<file path="config.mk">
export PLATFORM = sky130hd
export DESIGN_NAME = boreal_dma_desc_queue_flat
export DESIGN_NICKNAME = d
export VERILOG_FILES = /design/src/rtl/boreal_dma_desc_queue_pkg.sv /design/src/rtl/boreal_dma_desc_queue_if.sv /design/src/rtl/boreal_desc_fifo.sv /design/src/rtl/boreal_dma_desc_queue.sv /design/src/flat_wrapper.sv
export SDC_FILE = /design/constraint.sdc
export NUM_CORES = 2
export LEC_CHECK = 0
export ABC_AREA = 1
export CAP_MARGIN = 20
export CELL_PAD_IN_SITES_DETAIL_PLACEMENT = 1
export CELL_PAD_IN_SITES_GLOBAL_PLACEMENT = 1
export CORE_MARGIN = 2
export CORE_UTILIZATION = 42
export CTS_CLUSTER_DIAMETER = 80
export DETAILED_ROUTE_END_ITERATION = 12
export HOLD_SLACK_MARGIN = 0.06
export PLACE_DENSITY_LB_ADDON = 0.3
export SYNTH_ARGS = -nofsm -noshare
export SYNTH_HDL_FRONTEND = slang
export SYNTH_SLANG_ARGS = --single-unit
</file>
<file path="constraint.sdc">
create_clock -name clk -period 59.8 [get_ports clk]
set_input_delay 11.96 -clock clk [delete_from_list [all_inputs] [get_ports clk]]
set_output_delay 11.96 -clock clk [all_outputs]
set_load 0.05 [all_outputs]
</file>
<file path="src/rtl/boreal_dma_desc_queue_pkg.sv">
// Shared definitions for the DMA descriptor submission queue: register map,
// STATUS field layout and the descriptor record.
package boreal_dma_desc_queue_pkg;

  localparam logic [7:0] DQ_OFF_SRC    = 8'h00;
  localparam logic [7:0] DQ_OFF_DST    = 8'h04;
  localparam logic [7:0] DQ_OFF_LEN    = 8'h08;
  localparam logic [7:0] DQ_OFF_PUSH   = 8'h0C;
  localparam logic [7:0] DQ_OFF_STATUS = 8'h10;
  localparam logic [7:0] DQ_OFF_CTRL   = 8'h14;

  // STATUS bit positions relative to DEPTH_LOG; count occupies [DEPTH_LOG:0].
  localparam int unsigned DQ_ST_EMPTY_REL = 1;
  localparam int unsigned DQ_ST_FULL_REL  = 2;
  localparam int unsigned DQ_ST_OVF_REL   = 3;
  localparam int unsigned DQ_ST_LERR_REL  = 4;
  localparam int unsigned DQ_ST_IRQ_REL   = 5;
  localparam int unsigned DQ_ST_INFL_REL  = 6;

  localparam int unsigned DQ_INFL_W = 5;

  typedef struct packed {
    logic [31:0] src;
    logic [31:0] dst;
    logic [31:0] len;
  } dq_desc_t;

endpackage

</file>
<file path="src/rtl/boreal_dma_desc_queue_if.sv">
// MMIO, descriptor handshake and completion signals of the descriptor queue.
interface boreal_dma_desc_queue_if;
  logic        sel;
  logic        wr;
  logic [31:0] addr;
  logic [31:0] wdata;
  logic [31:0] rdata;
  logic        ack;
  logic        desc_valid;
  logic        desc_ready;
  logic [31:0] desc_src;
  logic [31:0] desc_dst;
  logic [31:0] desc_len;
  logic        desc_done;
  logic        irq;

  modport slave (
    input  sel, wr, addr, wdata, desc_ready, desc_done,
    output rdata, ack, desc_valid, desc_src, desc_dst, desc_len, irq
  );

  modport master (
    output sel, wr, addr, wdata, desc_ready, desc_done,
    input  rdata, ack, desc_valid, desc_src, desc_dst, desc_len, irq
  );
endinterface

</file>
<file path="src/rtl/boreal_desc_fifo.sv">
// First-word-fall-through descriptor FIFO; illegal push/pop requests are ignored
// and flush wins over both.
module boreal_desc_fifo
  import boreal_dma_desc_queue_pkg::*;
#(
  parameter int unsigned DEPTH     = 16,
  parameter int unsigned DEPTH_LOG = 4
) (
  input  logic                 clk,
  input  logic                 rst,
  input  logic                 push,
  input  logic                 pop,
  input  logic                 flush,
  input  dq_desc_t             wdata,
  output dq_desc_t             rdata,
  output logic [DEPTH_LOG:0]   count,
  output logic                 full,
  output logic                 empty
);

  dq_desc_t               mem_q [DEPTH];
  logic [DEPTH_LOG-1:0]   wr_ptr_q, rd_ptr_q;
  logic [DEPTH_LOG:0]     count_q;
  logic                   push_ok, pop_ok;

  assign full    = (count_q == (DEPTH_LOG+1)'(DEPTH));
  assign empty   = (count_q == '0);
  assign push_ok = push & ~full & ~flush;
  assign pop_ok  = pop & ~empty & ~flush;

  always_ff @(posedge clk or posedge rst) begin
    if (rst) begin
      wr_ptr_q <= '0;
      rd_ptr_q <= '0;
      count_q  <= '0;
      for (int i = 0; i < int'(DEPTH); i++) mem_q[i] <= '0;
    end else if (flush) begin
      wr_ptr_q <= '0;
      rd_ptr_q <= '0;
      count_q  <= '0;
    end else begin
      if (push_ok) begin
        mem_q[wr_ptr_q] <= wdata;
        wr_ptr_q        <= wr_ptr_q + 1'b1;
      end
      if (pop_ok) rd_ptr_q <= rd_ptr_q + 1'b1;
      count_q <= count_q + {{DEPTH_LOG{1'b0}}, push_ok} - {{DEPTH_LOG{1'b0}}, pop_ok};
    end
  end

  assign rdata = mem_q[rd_ptr_q];
  assign count = count_q;

endmodule

</file>
<file path="src/rtl/boreal_dma_desc_queue.sv">
// Descriptor submission queue: MMIO staging and push, FWFT head to the DMA
// engine, in-flight tracking and a sticky completion interrupt.
module boreal_dma_desc_queue
  import boreal_dma_desc_queue_pkg::*;
#(
  parameter int unsigned DEPTH     = 16,
  parameter int unsigned DEPTH_LOG = 4
) (
  input logic                   clk,
  input logic                   rst,
  boreal_dma_desc_queue_if.slave bus
);

  localparam int unsigned StEmpty = DEPTH_LOG + DQ_ST_EMPTY_REL;
  localparam int unsigned StFull  = DEPTH_LOG + DQ_ST_FULL_REL;
  localparam int unsigned StOvf   = DEPTH_LOG + DQ_ST_OVF_REL;
  localparam int unsigned StLerr  = DEPTH_LOG + DQ_ST_LERR_REL;
  localparam int unsigned StIrq   = DEPTH_LOG + DQ_ST_IRQ_REL;
  localparam int unsigned StInfl  = DEPTH_LOG + DQ_ST_INFL_REL;

  logic [31:0]          src_q, dst_q, len_q;
  logic                 irq_en_q;
  logic                 overflow_q, overflow_d;
  logic                 len_err_q, len_err_d;
  logic                 irq_pending_q, irq_pending_d;
  logic [DQ_INFL_W-1:0] inflight_q, inflight_d;

  logic [7:0]           reg_off;
  logic                 wr_en, push_req, flush, st_wr;
  logic                 push_fire, pop_fire, ovf_set, lerr_set, irq_set;
  logic [DEPTH_LOG:0]   count;
  logic                 full, empty;
  dq_desc_t             head;
  logic [31:0]          status, rdata;
  logic                 unused_addr;

  assign unused_addr = ^bus.addr[31:8];
  assign reg_off     = bus.addr[7:0];
  assign wr_en       = bus.sel & bus.wr;
  assign push_req    = wr_en & (reg_off == DQ_OFF_PUSH) & bus.wdata[0];
  assign flush       = wr_en & (reg_off == DQ_OFF_CTRL) & bus.wdata[1];
  assign st_wr       = wr_en & (reg_off == DQ_OFF_STATUS);

  // A full queue rejects a push even when the head leaves in the same cycle.
  assign ovf_set   = push_req & full & ~flush;
  assign lerr_set  = push_req & ~full & (len_q == '0) & ~flush;
  assign push_fire = push_req & ~full & (len_q != '0) & ~flush;
  assign pop_fire  = ~empty & bus.desc_ready & ~flush;
  assign irq_set   = bus.desc_done & (inflight_q == 5'd1) & empty & ~pop_fire;

  boreal_desc_fifo #(
    .DEPTH     (DEPTH),
    .DEPTH_LOG (DEPTH_LOG)
  ) u_fifo (
    .clk   (clk),
    .rst   (rst),
    .push  (push_fire),
    .pop   (pop_fire),
    .flush (flush),
    .wdata ({src_q, dst_q, len_q}),
    .rdata (head),
    .count (count),
    .full  (full),
    .empty (empty)
  );

  always_comb begin
    overflow_d    = (overflow_q    & ~(st_wr & bus.wdata[StOvf]))  | ovf_set;
    len_err_d     = (len_err_q     & ~(st_wr & bus.wdata[StLerr])) | lerr_set;
    irq_pending_d = (irq_pending_q & ~(st_wr & bus.wdata[StIrq]))  | irq_set;

    inflight_d = inflight_q;
    if (pop_fire && !bus.desc_done) begin
      if (inflight_q != 5'd31) inflight_d = inflight_q + 5'd1;
    end else if (!pop_fire && bus.desc_done && inflight_q != '0) begin
      inflight_d = inflight_q - 5'd1;
    end
  end

  always_ff @(posedge clk or posedge rst) begin
    if (rst) begin
      src_q         <= '0;
      dst_q         <= '0;
      len_q         <= '0;
      irq_en_q      <= 1'b0;
      overflow_q    <= 1'b0;
      len_err_q     <= 1'b0;
      irq_pending_q <= 1'b0;
      inflight_q    <= '0;
    end else begin
      if (wr_en && reg_off == DQ_OFF_SRC)  src_q    <= bus.wdata;
      if (wr_en && reg_off == DQ_OFF_DST)  dst_q    <= bus.wdata;
      if (wr_en && reg_off == DQ_OFF_LEN)  len_q    <= bus.wdata;
      if (wr_en && reg_off == DQ_OFF_CTRL) irq_en_q <= bus.wdata[0];
      overflow_q    <= overflow_d;
      len_err_q     <= len_err_d;
      irq_pending_q <= irq_pending_d;
      inflight_q    <= inflight_d;
    end
  end

  always_comb begin
    status                      = '0;
    status[DEPTH_LOG:0]         = count;
    status[StEmpty]             = empty;
    status[StFull]              = full;
    status[StOvf]               = overflow_q;
    status[StLerr]              = len_err_q;
    status[StIrq]               = irq_pending_q;
    status[StInfl +: DQ_INFL_W] = inflight_q;
  end

  always_comb begin
    rdata = '0;
    case (reg_off)
      DQ_OFF_SRC:    rdata = src_q;
      DQ_OFF_DST:    rdata = dst_q;
      DQ_OFF_LEN:    rdata = len_q;
      DQ_OFF_STATUS: rdata = status;
      DQ_OFF_CTRL:   rdata = {31'b0, irq_en_q};
      default:       rdata = '0;
    endcase
  end

  assign bus.rdata      = rdata;
  assign bus.ack        = bus.sel;
  assign bus.desc_valid = ~empty;
  assign bus.desc_src   = head.src;
  assign bus.desc_dst   = head.dst;
  assign bus.desc_len   = head.len;
  assign bus.irq        = irq_pending_q & irq_en_q;

endmodule
</file>
<file path="src/flat_wrapper.sv">
// flat-port wrapper written by rule: the top's interface ports become plain ports
module boreal_dma_desc_queue_flat import boreal_dma_desc_queue_pkg::*;
#(
  parameter int unsigned DEPTH     = 16,
  parameter int unsigned DEPTH_LOG = 4
)
  (clk, rst, bus_sel, bus_wr, bus_addr, bus_wdata, bus_desc_ready, bus_desc_done, bus_rdata, bus_ack, bus_desc_valid, bus_desc_src, bus_desc_dst, bus_desc_len, bus_irq);
  boreal_dma_desc_queue_if bus_i ();
  input logic clk;
  input logic rst;
  input wire logic [$bits(bus_i.sel)-1:0] bus_sel;
  input wire logic [$bits(bus_i.wr)-1:0] bus_wr;
  input wire logic [$bits(bus_i.addr)-1:0] bus_addr;
  input wire logic [$bits(bus_i.wdata)-1:0] bus_wdata;
  input wire logic [$bits(bus_i.desc_ready)-1:0] bus_desc_ready;
  input wire logic [$bits(bus_i.desc_done)-1:0] bus_desc_done;
  output wire logic [$bits(bus_i.rdata)-1:0] bus_rdata;
  output wire logic [$bits(bus_i.ack)-1:0] bus_ack;
  output wire logic [$bits(bus_i.desc_valid)-1:0] bus_desc_valid;
  output wire logic [$bits(bus_i.desc_src)-1:0] bus_desc_src;
  output wire logic [$bits(bus_i.desc_dst)-1:0] bus_desc_dst;
  output wire logic [$bits(bus_i.desc_len)-1:0] bus_desc_len;
  output wire logic [$bits(bus_i.irq)-1:0] bus_irq;
  assign bus_i.sel = bus_sel;
  assign bus_i.wr = bus_wr;
  assign bus_i.addr = bus_addr;
  assign bus_i.wdata = bus_wdata;
  assign bus_i.desc_ready = bus_desc_ready;
  assign bus_i.desc_done = bus_desc_done;
  assign bus_rdata = bus_i.rdata;
  assign bus_ack = bus_i.ack;
  assign bus_desc_valid = bus_i.desc_valid;
  assign bus_desc_src = bus_i.desc_src;
  assign bus_desc_dst = bus_i.desc_dst;
  assign bus_desc_len = bus_i.desc_len;
  assign bus_irq = bus_i.irq;
  boreal_dma_desc_queue #(.DEPTH(DEPTH), .DEPTH_LOG(DEPTH_LOG)) u_core (.clk(clk), .rst(rst), .bus(bus_i));
endmodule
</file>
## Yosys cells after proc, flatten, opt, wreduce, memory -nomap -nowiden

Index checks and enable logic that the tools add are counted.

- Flip-flop bits (word level): 1,654
- Latch bits: 0
- Bits in writable memories: 0
- ROM bits: 0
- Output and inout bits: 131
- Memories: 0

- Add/sub/neg operators: 6
- $mul: 0
- Div/mod/pow operators: 0
- Magnitude comparators: 3
- Equality and inequality tests: 9
- Shifts and indexed selects: 0
- Muxes and demuxes: 15
- Bitwise logic cells: 41
- Reductions and logical operators: 20

Operator list:

| operator | number |
|---|---|
| bitwise mux 1536 bit | 1 |
| binary-select mux 96 bit (select 4 bit) | 1 |
| demux 96 bit (select 4 bit) | 1 |
| 2-to-1 mux 96 bit | 3 |
| case mux 32 bit (5 select lines) | 1 |
| logical NOT 32 bit | 1 |
| nonzero test 32 bit | 1 |
| bitwise AND 1 bit | 29 |
| 2-to-1 mux 5 bit | 4 |
| equality test 8 x 4 -> 1 bit (second input constant) | 2 |
| equality test 8 x 5 -> 1 bit (second input constant) | 2 |
| 2-to-1 mux 4 bit | 4 |
| greater-or-equal comparator 5 bit (second input constant) | 2 |
| inverter 4 -> 5 bit | 2 |
| adder 4 x 1 -> 4 bit (second input constant) | 2 |
| equality test 8 x 3 -> 1 bit (second input constant) | 1 |
| logical AND 1 bit | 8 |
| logical NOT 8 bit | 1 |
| inverter 1 bit | 7 |
| nonzero test 2 bit | 3 |
| adder 5 x 1 -> 5 bit | 1 |
| adder 5 x 1 -> 5 bit (second input constant) | 1 |
| equality test 5 x 1 -> 1 bit (second input constant) | 1 |
| equality test 5 bit (second input constant) | 1 |
| 10 further kinds | 14 |

## Longest topological paths before layout

- Word-level depth: 11
- Mapped depth: 17

## Hierarchy

From an unflattened synthesis, not the netlist that was laid out.

- Cells, all modules: 11,791
- Area total of the unflattened synthesis: 82,859.5 sq um

Modules (own cells, without submodules):

| module | instances | cells each | area an instance (sq um) | sequential area each (sq um) |
|---|---|---|---|---|
| boreal_desc_fifo | 1 | 11,168 | 77,823.4 | 38,762.2 |
| boreal_dma_desc_queue | 1 | 623 | 5,036.1 | 2,627.5 |

## Worst setup path before layout

OpenSTA, ideal clock, no wires.

- Path type: in2out
- Start: input port bus_addr[6]
- End: output port bus_rdata[10]
- Data arrival time: 13.467 ns
- Required time: 47.840 ns
- Setup slack: 34.373 ns
- Cell stages on the path: 6
- Path through: inv_1 nand2_1 nor2_1 nand4_1 clkbuf_1 o2111ai_1

- Longest elaborated chain between the ends: 2
- Elaborated cells between the ends (all ways): 6
- Those cells by class: eq/ne: 4; mux: 1; reduce/logical: 1

RTL lines:

| what | RTL line | text |
|---|---|---|
| from (decl) | flat_wrapper.sv:13 | `input wire logic [$bits(bus_i.addr)-1:0] bus_addr;` |
| equality test 8 x 5 -> 1 bit (tied with other cells) | boreal_dma_desc_queue.sv:115 | `case (reg_off)` |
| case mux 32 bit (5 select lines) * | boreal_dma_desc_queue.sv:115 |  |
| to (decl) | flat_wrapper.sv:17 | `output wire logic [$bits(bus_i.rdata)-1:0] bus_rdata;` |

Mark *: on every way between the ends. The rest lies on a longest branch, timed or not.

## Worst setup path after layout

- Start: input port bus_addr[5]
- End: output port bus_rdata[13]

The elaborated chain is that of the path after synthesis.

==> metrics.md <==
| Metric | Value |
|---|---|
| Die area | `between 0.15 and 0.2 mm^2` |
| Die Ht | `443 um` |
| WS Path Type | `in -> out` |
| Ys flop type | `dfrtp_1` |
| Antenna violations before repair | `8` |
| Synth top area share | `between 50% and 60%` |
| Synth top cells by count | `4,057 x nand2_1, 1,777 x nand3_1, 1,654 x dfrtp_1` |
| Initial drt markers | `about 9,000` |
| Setup_tns | `0 ns` |
| Overflow after GRT | `0` |
| RSZ-0062 raised after global routing | `no` |
| Num CTS Buffers | `185` |
| Skew-Pair Late Insertion Delay | `0.86 ns` |
| Register area share after synthesis | `approximately 50%` |
| Seq cells post-synth | `1,654` |
| Critical path peak fanout | `33` |
| Overall Global Routing Usage | `between 30% and 40%` |
| Largest net degree at the start of global routing | `240` |
| Worst-margin pin slew | `1.38 ns` |
| Fin. max-slew vios | `0` |
| GPL Wtd Cong | `0.846` |
| Layout cells sized above 1 | `4.74%` |
| DRC viols | `0` |
| Final instance area | `around 0.09 mm^2` |
| Routed length per instance | `26.5 um` |
| Count of final hold-check violations | `0` |
| CTS tree | `built` |
| Row Count | `161` |
| Tmin final | `26.89 ns` |
| # H-tree levels | `4` |
| Post-CTS Setup Repair Bufs | `0` |
| Place WS | `roughly 33 ns` |
| Hold Path Class | `reg -> reg` |
| PwrDens | `39.1 mW/mm^2` |
| Starting Density | `between 40% and 50%` |
| Synth warn | `0` |
| Combinational share of power | `34.0%` |
| Max Cap Viol | `0` |
| Clk buf depth | `3` |
| Skew final | `0.0359 ns` |
| Port-buffer cells | `about 180` |
| Sw power | `around 1400 uW` |
| Status | `complete, no violations` |
| Drt pass-1 iters | `5` |
| Setup violators final | `0` |
| Fin crit share | `~45%` |
| Final net count | `10,294` |
| WL final | `342,000 um` |
| Clock Pin Slew Worst Setup and Hold Paths | `0.06 ns` |
| Critical path required time | `47.84 ns` |
| CTS root buf | `clkbuf_16` |
| P_leak | `0.0452 uW` |
| Worst EP arrival | `14.93 ns` |
| Final Power | `3490 uW` |
| IO Count | `201` |
| Flop pwr share | `33.1%` |
| Max VDD drop | `between 0.00003 and 0.00004 V` |
| First-pass GRT wire length | `512,000 um` |
| Switching share of power | `around two fifths` |
| Critical Path Sink Type | `primary output` |
| FFs w/ async S/R, synth | `100%` |
| P&R area growth vs syn | `10.5%` |
| CTS resizes | `0` |
| Yosys cell types | `28` |
| Area leader, netlist | `dfrtp_1` |
| HPWL Detailed | `176,000 um` |
| Slew headroom | `7.86%` |
| Top cells by area, synth | `dfrtp_1 51%, nand2_1 19%, nand3_1 11%` |
| DIE WIDTH | `443 um` |
| Mapped Avg Cell Area | `7.55 um^2` |
| Post-Syn Instances | `between 10,000 and 15,000` |
| Top-count cell post-synth | `nand2_1` |
| Vias in the first global route | `between 70,000 and 80,000` |
| FMAX | `0.0372 GHz` |
| Syn Nets | `10,790` |
| Placed Instances | `12,539` |
| Cell area after synthesis | `between 0.08 and 0.09 mm^2` |
| Internal | `2070 uW` |
| Worst setup SP type | `input port` |
| EDFF count, synth | `0` |
| Clock sink count | `1,654` |
| Layout Cells excl Fill | `12,886` |
| PnR worst setup slack | `between 30 and 40 ns` |
| Core area | `0.192 mm^2` |
| Clock share of power | `32.9%` |
| Cell Area, Placed | `between 0.08 and 0.09 mm^2` |
| Routed vias | `77,964` |
| Vias per std cell | `6.05` |
| Number of routed nets with antenna violations | `0` |
| Cts-stage hold buffer count | `0` |
## cell type report
cell class                      instances  area (um^2)
Sequential cell                      1654        41400
Clock buffer                          276         5360
Antenna cell                            3         7.51
Multi-Input combinational cell       7621        33900
Timing Repair Buffer                  330         3240
Fill cell                           23419       103000
Clock inverter                         61          639
Inverter                              415         1600
Tap cell                             2526         3160
## registers in the layout, summed over array words and instances (netlist names)
name	cells
u_core.dst_q	32
u_core.inflight_q	5
u_core.irq_en_q	1
u_core.irq_pending_q	1
u_core.len_err_q	1
u_core.len_q	32
u_core.overflow_q	1
u_core.src_q	32
u_core.u_fifo.count	5
u_core.u_fifo.mem_q	1536
u_core.u_fifo.rd_ptr_q	4
u_core.u_fifo.wr_ptr_q	4
## final timing paths
check | depth (start not counted) | from | slack, ns | end
worst min register to register | 2 | u_core.u_fifo.mem_q[754] | 0.47 | u_core.u_fifo.mem_q[754]
max in group asynchronous | 6 | rst | 44.26 | u_core.u_fifo.mem_q[776]
worst max-delay path | 7 | bus_addr[5] | 32.91 | bus_rdata[13]
min in group asynchronous | 2 | rst | 11.72 | u_core.u_fifo.mem_q[1109]
worst max register to register | 13 | u_core.len_q[6] | 52.99 | u_core.u_fifo.mem_q[1471]
worst min-delay path | 2 | u_core.u_fifo.mem_q[754] | 0.47 | u_core.u_fifo.mem_q[754]
## worst max-delay path, cell delays in order
cell and delay, ns:
clkdlybuf4s50_1 0.43, nor2_1 0.18, nand3_1 0.23, nor2_4 0.80, nand2_1 0.13, o2111ai_1 0.27
clkdlybuf4s50_1 0.90
## per-stage QoR
stage | utilization, % | hold WS, ns
floorplan | - | 0.444
global placement | 43.3 | 0.457
detailed placement | 43.3 | 0.461
CTS | 46.5 | 0.477
global route | 46.5 | 0.490
finish | 46.5 | 0.474
## kinds of logic after synthesis
family,after synthesis,share of synthesized area (%)
AOI/OAI and AO/OA,1065,8.01
adders and majority gates,17,0.272
buffers and inverters,1428,7.20
DFF,1654,51.2
xor gates and xnor gates,9,0.0975
and+or+nand+nor,6530,33.2
## power groups by stage
stage | logic, uW | registers (uW) | clock network, uW
floorplan | 725 | 1150 | 0
global placement | 1160 | 1170 | 0
detailed placement | 1170 | 1180 | 0
CTS | 1180 | 1160 | 1160
global route | 1250 | 1160 | 1200
finish | 1190 | 1160 | 1150
## layer usage
metal	track usage [%]	up-vias	share of wire, %
met2	55.2	3367	46
met4	17.1	10	5.6
met3	5.94	889	8.1
li1	-	33474	-
met1	44.5	40224	40
met5	0	-	0.018
## cells in the final DEF (no fill, tap or decap), drive strengths merged, types with 122 or more instances in the layout
cell	n
nand3	1786
clkbuf	276
a21oi	122
buf	154
inv	420
nor2	668
nand2	4057
o2111ai	178
clkdlybuf4s50	176
o21ai	573
dfrtp	1654
o211ai	189
No activity file was read; power rests on OpenSTA's default activity.
